--- config.mk ---
export PLATFORM = sky130hd
export DESIGN_NAME = ped_request
export DESIGN_NICKNAME = d
export VERILOG_FILES = /design/src/rtl/crossing_pkg.sv /design/src/rtl/ped_request_debounce.sv /design/src/rtl/ped_request.sv
export SDC_FILE = /design/constraint.sdc
export NUM_CORES = 1
export LEC_CHECK = 0
export CAP_MARGIN = 10
export CORE_UTILIZATION = 50
export DETAILED_ROUTE_END_ITERATION = 10
export PLACE_DENSITY = 0.82
export SYNTH_ARGS = -nofsm -noshare
export SYNTH_HDL_FRONTEND = slang
export SYNTH_HIERARCHICAL = 1
export SYNTH_SLANG_ARGS = --single-unit
--- constraint.sdc ---
create_clock -name clock -period 1.9 [get_ports clock]
set_input_delay 0.38 -clock clock [delete_from_list [all_inputs] [get_ports clock]]
set_output_delay 0.38 -clock clock [all_outputs]
set_load 0.02 [all_outputs]
--- src/rtl/crossing_pkg.sv ---
//------------------------------------------------------------------------------
// Module : crossing_pkg
// Brief  : Light encodings and request-FSM states shared by the crossing blocks
// Rev    : 1.0  initial release
//------------------------------------------------------------------------------
`default_nettype none

package crossing_pkg;

    localparam logic [5:0] G_R  = 6'b001100;
    localparam logic [5:0] A_R  = 6'b010100;
    localparam logic [5:0] R_G  = 6'b100001;
    localparam logic [5:0] RA_R = 6'b110100;

    typedef enum logic [1:0] {
        IDLE    = 2'd0,
        PENDING = 2'd1,
        SERVING = 2'd2
    } req_state_t;

    function automatic logic is_ped_green(input logic [5:0] i_lightseq);
        return (i_lightseq == R_G);
    endfunction

endpackage

`default_nettype wire

--- src/rtl/ped_request_debounce.sv ---
//------------------------------------------------------------------------------
// Module : button_debounce
// Brief  : Two-flop synchroniser followed by a stable-level debounce counter
// Rev    : 1.0  initial release
//------------------------------------------------------------------------------
`default_nettype none

module button_debounce #(
    parameter int DEBOUNCE_CYCLES = 16,
    parameter int CNT_W           = 8
) (
    input  logic clock,
    input  logic reset,
    input  logic raw,
    output logic level
);

    localparam logic [CNT_W-1:0] C_CNT_LAST = CNT_W'(DEBOUNCE_CYCLES - 1);

    logic             r_s1;
    logic             r_s2;
    logic             r_level;
    logic [CNT_W-1:0] r_cnt;

    always_ff @(posedge clock) begin
        if (reset) begin
            r_s1    <= 1'b0;
            r_s2    <= 1'b0;
            r_level <= 1'b0;
            r_cnt   <= '0;
        end else begin
            r_s1 <= raw;
            r_s2 <= r_s1;
            // Any sample agreeing with the held level restarts the stability run
            if (r_s2 == r_level) begin
                r_cnt <= '0;
            end else if (r_cnt == C_CNT_LAST) begin
                r_level <= r_s2;
                r_cnt   <= '0;
            end else begin
                r_cnt <= r_cnt + CNT_W'(1);
            end
        end
    end

    assign level = r_level;

endmodule

`default_nettype wire

--- src/rtl/ped_request.sv ---
//------------------------------------------------------------------------------
// Module : ped_request
// Brief  : Pedestrian button conditioner driving the crossing controller start
// Rev    : 1.0  initial release
//------------------------------------------------------------------------------
`default_nettype none

module ped_request
    import crossing_pkg::*;
#(
    parameter int DEBOUNCE_CYCLES = 16,
    parameter int CNT_W           = 8
) (
    input  logic       clock,
    input  logic       reset,
    input  logic       button,
    input  logic [5:0] lightseq,
    output logic       start,
    output logic       wait_lamp,
    output logic [7:0] presses
);

    logic       w_db_level;
    logic       w_press;
    logic       w_green;
    logic       w_count;
    req_state_t w_state_nxt;

    logic       r_db_prev;
    req_state_t r_state;
    logic       r_start;
    logic       r_wait;
    logic [7:0] r_presses;

    button_debounce #(
        .DEBOUNCE_CYCLES (DEBOUNCE_CYCLES),
        .CNT_W           (CNT_W)
    ) u_debounce (
        .clock (clock),
        .reset (reset),
        .raw   (button),
        .level (w_db_level)
    );

    assign w_press = w_db_level & ~r_db_prev;
    assign w_green = is_ped_green(lightseq);

    always_ff @(posedge clock) begin
        if (reset) begin
            r_state   <= IDLE;
            r_db_prev <= 1'b0;
            r_start   <= 1'b0;
            r_wait    <= 1'b0;
            r_presses <= 8'd0;
        end else begin
            r_state   <= w_state_nxt;
            r_db_prev <= w_db_level;
            // Outputs follow the next state so they are clean flop outputs
            r_start   <= (w_state_nxt == PENDING);
            r_wait    <= (w_state_nxt == PENDING);
            if (w_count) begin
                r_presses <= r_presses + 8'd1;
            end
        end
    end

    always_comb begin
        w_state_nxt = IDLE;
        w_count     = 1'b0;
        case (r_state)
            IDLE: begin
                if (w_press && !w_green) begin
                    w_state_nxt = PENDING;
                    w_count     = 1'b1;
                end else begin
                    w_state_nxt = IDLE;
                end
            end
            PENDING: begin
                w_state_nxt = w_green ? SERVING : PENDING;
            end
            SERVING: begin
                w_state_nxt = w_green ? SERVING : IDLE;
            end
            default: begin
                w_state_nxt = IDLE;
            end
        endcase
    end

    assign start     = r_start;
    assign wait_lamp = r_wait;
    assign presses   = r_presses;

endmodule

`default_nettype wire
; Yosys cells after proc, flatten, opt, wreduce, memory -nomap -nowiden
; Cells that the tools add are included.
[totals]
ff_bits = 23
[op_classes]
addsub = 2
n_eq_ne = 6
muxes = 6
bitwise = 3
n_reduce_logical = 5
[ops]
columns = op, n
row1 = "adder 8 x 1 -> 8 bit, second input constant", 2
row2 = "== test 8 x 4 -> 1 bit, second input constant", 1
row3 = "== test 6 bit, second input constant", 1
row4 = one-hot mux 2 bit (3 select lines), 1
row5 = "== test 2 x 1 -> 1 bit, second input constant", 2
row6 = two-way mux 2 bit, 2
row7 = two-way mux 1 bit, 3
row8 = OR reduction 3 bit, 1
row9 = "== test 2 bit, second input constant", 1
row10 = logical NOT 2 bit, 1
row11 = NOT 1 bit, 2
row12 = AND reduction 2 bit, 1
row13 = bitwise AND 1 bit, 1
row14 = == test 1 bit, 1
row15 = logical AND 1 bit, 1
row16 = logical NOT 1 bit, 1

; Logic depth before layout (Yosys ltp)
; Gate-level depths: netlist (run 1).
[depth]
ltp_word = 6
depth_mapped = 4
ltp_nobuf = 4

; Hierarchy
; Netlist (run 1), hierarchy kept.
[by_module_without_submodules]
columns = mod, n_inst, cells_each, area_per_inst_um2, seq_area_each_um2
row1 = ped_request, 1, 57, 574.3, 240.2
row2 = button_debounce, 1, 50, 449.2, 220.2

; Worst setup path before layout (run 1)
; Ideal clock, no wire load.
[synth_path]
path_type = register to register
start = reg u_debounce.r_level (netlist: u_debounce/level)
end = reg r_presses[6] (netlist: presses[6])
setup_time_ps = 123
arrival_ps = 1557
path_slack_ps = 220
path_stages_with_launch = 5
cell_sequence = dfxtp_1 > or3b_4 > a211o_1 > nor3_1 > mux2_1
[synth_between]
elab_chain_len = 4
[synth_lines]
columns = element, line
row1 = from (decl), ped_request_debounce.sv:22  ; logic r_level;
row2 = from (signal assigned), ped_request_debounce.sv:38  ; r_level <= r_s2;
row3 = bitwise AND 1 bit, ped_request.sv:45  ; assign w_press = w_db_level & ~r_db_prev;
row4 = logical AND 1 bit, ped_request.sv:72  ; if (w_press && !w_green) begin
row5 = two-way mux 1 bit, ped_request.sv:72
row6 = two-way mux 1 bit, ped_request.sv:70  ; case (r_state)
row7 = to (signal assigned), ped_request.sv:62  ; r_presses <= r_presses + 8'd1;
row8 = to (decl), ped_request.sv:33  ; logic [7:0] r_presses;
; No other way between the ends.
; A chain may end at the register's enable or synchronous reset.

; Worst setup path in the final report (run 1)
; Same ends and word-level chain as after synthesis.

==> results by group, run 1 <==
Clock network
  – Clock Sinks: 23
  – CTS clk-pin slew, worst paths: between 0.1 and 0.15 ns
  – CTS tree: yes
  – Buffer depth of the longest clock path: 2
  – Later-pin clock latency in the skew report: 0.30 ns
  – # hold bufs at CTS: 0
  – CTS H-tree depth: 1
  – CTS Buf Count: 3
  – Post_cts resized: 0
  – Setup Buffers After CTS: 0
  – Clock Root Buffer: clkbuf_4

Worst setup path
  – Setup CP Type: reg -> reg
  – Slowest cell on crit path: or3b_4
  – Crit path buffers/inverters: 0
  – Worst Setup Start Kind: flop
  – Worst R2R End: presses[6]
  – Flop-to-flop setup slack: about 0.1 ns
  – CP arrival: roughly 2.0 ns
  – Worst Path Max Fanout: 6
  – Worst Path Required: approximately 2.1 ns
  – Worst path cell trace: or3b_4 -> a211o_1 -> nor3_1 -> mux2_1
  – Reg2reg path depth: 4
  – Worst r2r src: u_debounce/level
  – Critical path endpoint category: flop
  – CP peak stage delay: around 0.45 ns
  – Critical path's top delay family: simple AND/OR/NAND/NOR gates

Floorplanning
  – Row cnt: 16
  – Die width: approximately 47 um
  – Die area: about 0.0022 mm2
  – Ports: 19
  – Core area: between 0.0015 and 0.002 mm2
  – Die H: ~47 um
  – Starting Density: 0.527

Place
  – Final RePlAce weighted congestion: 0.807
  – HPWL Detailed: roughly 1500 um
  – PortBufs: 18

Finish
  – Layout cell share with drive strength beyond 1: 0.129
  – Diodes inserted: 0
  – Synth-to-layout area growth: 26.0%
  – Nets: ~140

Pwr
  – Clock Power Share: 0.285
  – Sw power: between 0.1 and 0.15 mW
  – Comb power frac: 0.057
  – VDD IR-drop max: 0.479 mV
  – Pint: just under 0.6 mW
  – Sw Share: 0.200
  – Tot Pwr: 0.738 mW
  – Static Leakage: roughly 0.43 nW
  – Pwr Density: 572 mW/mm2
  – Reg power frac: 0.658

Timing
  – Final period util: 0.949
  – Min Tclk post-route: approximately 1.8 ns
  – Slew Limit Fails: 0
  – Slew @ Worst Pin: 0.473 ns
  – Worst clock skew: ~0.0056 ns
  – # setup viols final: 0
  – Worst rel slew slack: 0.683
  – Max Clk Rate: 555 MHz
  – WHS: around 0.47 ns
  – Post-route setup TNS: 0 ns
  – Unrepaired setup endpoints after global routing: false
  – Hold Vio Cnt, Final: 0

Yosys
  – Synth top area cells: dfxtp_1 45%, xnor2_1 5.1%, nor2_1 3.7%
  – Net Count, Synth: between 100 and 150
  – Synthesized instance count: 107
  – Top post-synthesis cells by count: 23 x dfxtp_1, 10 x nor2_1, 6 x a21oi_1, 6 x nand2_1, 6 x xnor2_1
  – Library cells used by synthesis: 34
  – Synthesized area: 0.00102 mm2
  – Main flop type after synthesis: dfxtp_1
  – YS warnings: 6
  – Post-synth EDFFs: 0
  – Top cell type by total area after synthesis: dfxtp_1
  – Sequential element share of the synthesized area: 0.450
  – Top-area cell type share of the netlist area: 0.450
  – Share of flip-flops with an asynchronous set or reset: 0
  – Syn Area/Cell: approximately 9.6 um2
  – Synthesis-stage register bit count: 23
  – Most common cell in the netlist: dfxtp_1

Run
  – Maxcap violations: 0

Worst hold path
  – Hold path startpoint: u_debounce/r_s1
  – Worst Hold Class: reg -> reg
  – Hold Crit Endpoint: u_debounce/r_s2
  – Worst Hold Depth: 1

Status
  – Status: complete, no violations

Global route
  – Largest net degree at the start of global routing: 14
  – Overflow after GRT: 0
  – Initial antenna violation count: 0
  – GRT Total Usage: 0.203
  – Global-route wire length before repair: 3110 um
  – Vias in the first global route: roughly 830

Route
  – Initial DRC count: 10
  – Post-detailed-route DRC marker count: 0
  – Average routed wire per standard cell: between 10 and 15 um
  – First-pass DRT Iterations: 4
  – Routed wl met3: around 83 um
  – Vias per Instance: about 5.5
  – Routed wire length on met2: between 900 and 1000 um
  – Post-Route WL: roughly 1900 um
  – DRT antenna net count: 0
  – Via count: approximately 870
  – WL met1: 786 um
  – DR top layer: met4
## layout make-up
cell class	instances	area, um2
clock buffer	4	26.3
fill	182	652
inverter	5	18.8
multi-input combinational	77	533
sequential	23	460
tap	27	33.8
timing repair buffer	23	218
## state kept, by name (all words and copies together) (netlist names)
| signal | count |
|---|---|
| presses | 8 |
| wait_lamp | 1 |
| r_db_prev | 1 |
| u_debounce/level | 1 |
| u_debounce/r_s1 | 1 |
| u_debounce/r_cnt | 8 |
| u_debounce/r_s2 | 1 |
| r_state | 2 |
## placed cells by master (no fill, tap or decap), types with 5 or more instances in the layout
master	n
dfxtp_1	23
nand2_1	6
inv_1	5
buf_4	5
nor2_1	10
xnor2_1	6
a21oi_1	6
clkdlybuf4s50_1	18
## power groups by stage
stage / logic (mW) / clock network [mW] / registers (mW)
CTS: 0.0425 / 0.221 / 0.486
finish: 0.0419 / 0.210 / 0.486
global placement: 0.0411 / 0 / 0.497
detailed placement: 0.0422 / 0 / 0.497
floorplan: 0.0142 / 0 / 0.497
global route: 0.0461 / 0.248 / 0.487
## cell families after synthesis
group                      share of synthesized area
and+or+nand+nor                                0.273
DFF                                            0.450
AOI/OAI and AO/OA                              0.132
xor gates and xnor gates                      0.0599
buffers and inverters                         0.0293
muxes                                         0.0318
adders and majority gates                     0.0244
## how the worst max path moves through the flow
stage | start | to | slack [ns] | cells past startpoint
4_1_cts | u_debounce/level | presses[6] | 0.09 | 4
3_3_place_gp | lightseq[2] | presses[6] | -0.02 | 5
2_1_floorplan | u_debounce/level | presses[6] | 0.22 | 4
6_report | u_debounce/level | presses[6] | 0.1 | 4
5_1_grt | u_debounce/level | presses[6] | 0.04 | 4
3_5_place_dp | lightseq[4] | presses[6] | -0.07 | 5
## metal layers
layer,vias to the layer above,track usage
met5,-,0
met2,24,0.381
li1,437,-
met4,0,0.137
met1,404,0.200
met3,6,0.0346
## through the flow
| step | instances | setup slack (ns) | instance area [um2] | util |
|---|---|---|---|---|
| 2_1_floorplan | 107 | 0.220 | 1020 | - |
| 3_3_place_gp | 155 | -0.0192 | 1260 | 0.651 |
| 3_5_place_dp | 155 | -0.0683 | 1260 | 0.651 |
| 4_1_cts | 159 | 0.0869 | 1290 | 0.664 |
| 5_1_grt | 159 | 0.0382 | 1290 | 0.664 |
| 6_report | 159 | 0.0978 | 1290 | 0.664 |
Note: power is estimated with default switching activity, not from simulation.
==> run 2, diff against run 1 <==
CORE_MARGIN = 1   (was unset)
HOLD_SLACK_MARGIN = 0.08   (was unset)
SKIP_CTS_REPAIR_TIMING = 1   (was unset)
==> results of run 2 <==
No change in the layout: final DEF, timing and power equal those of run 1.
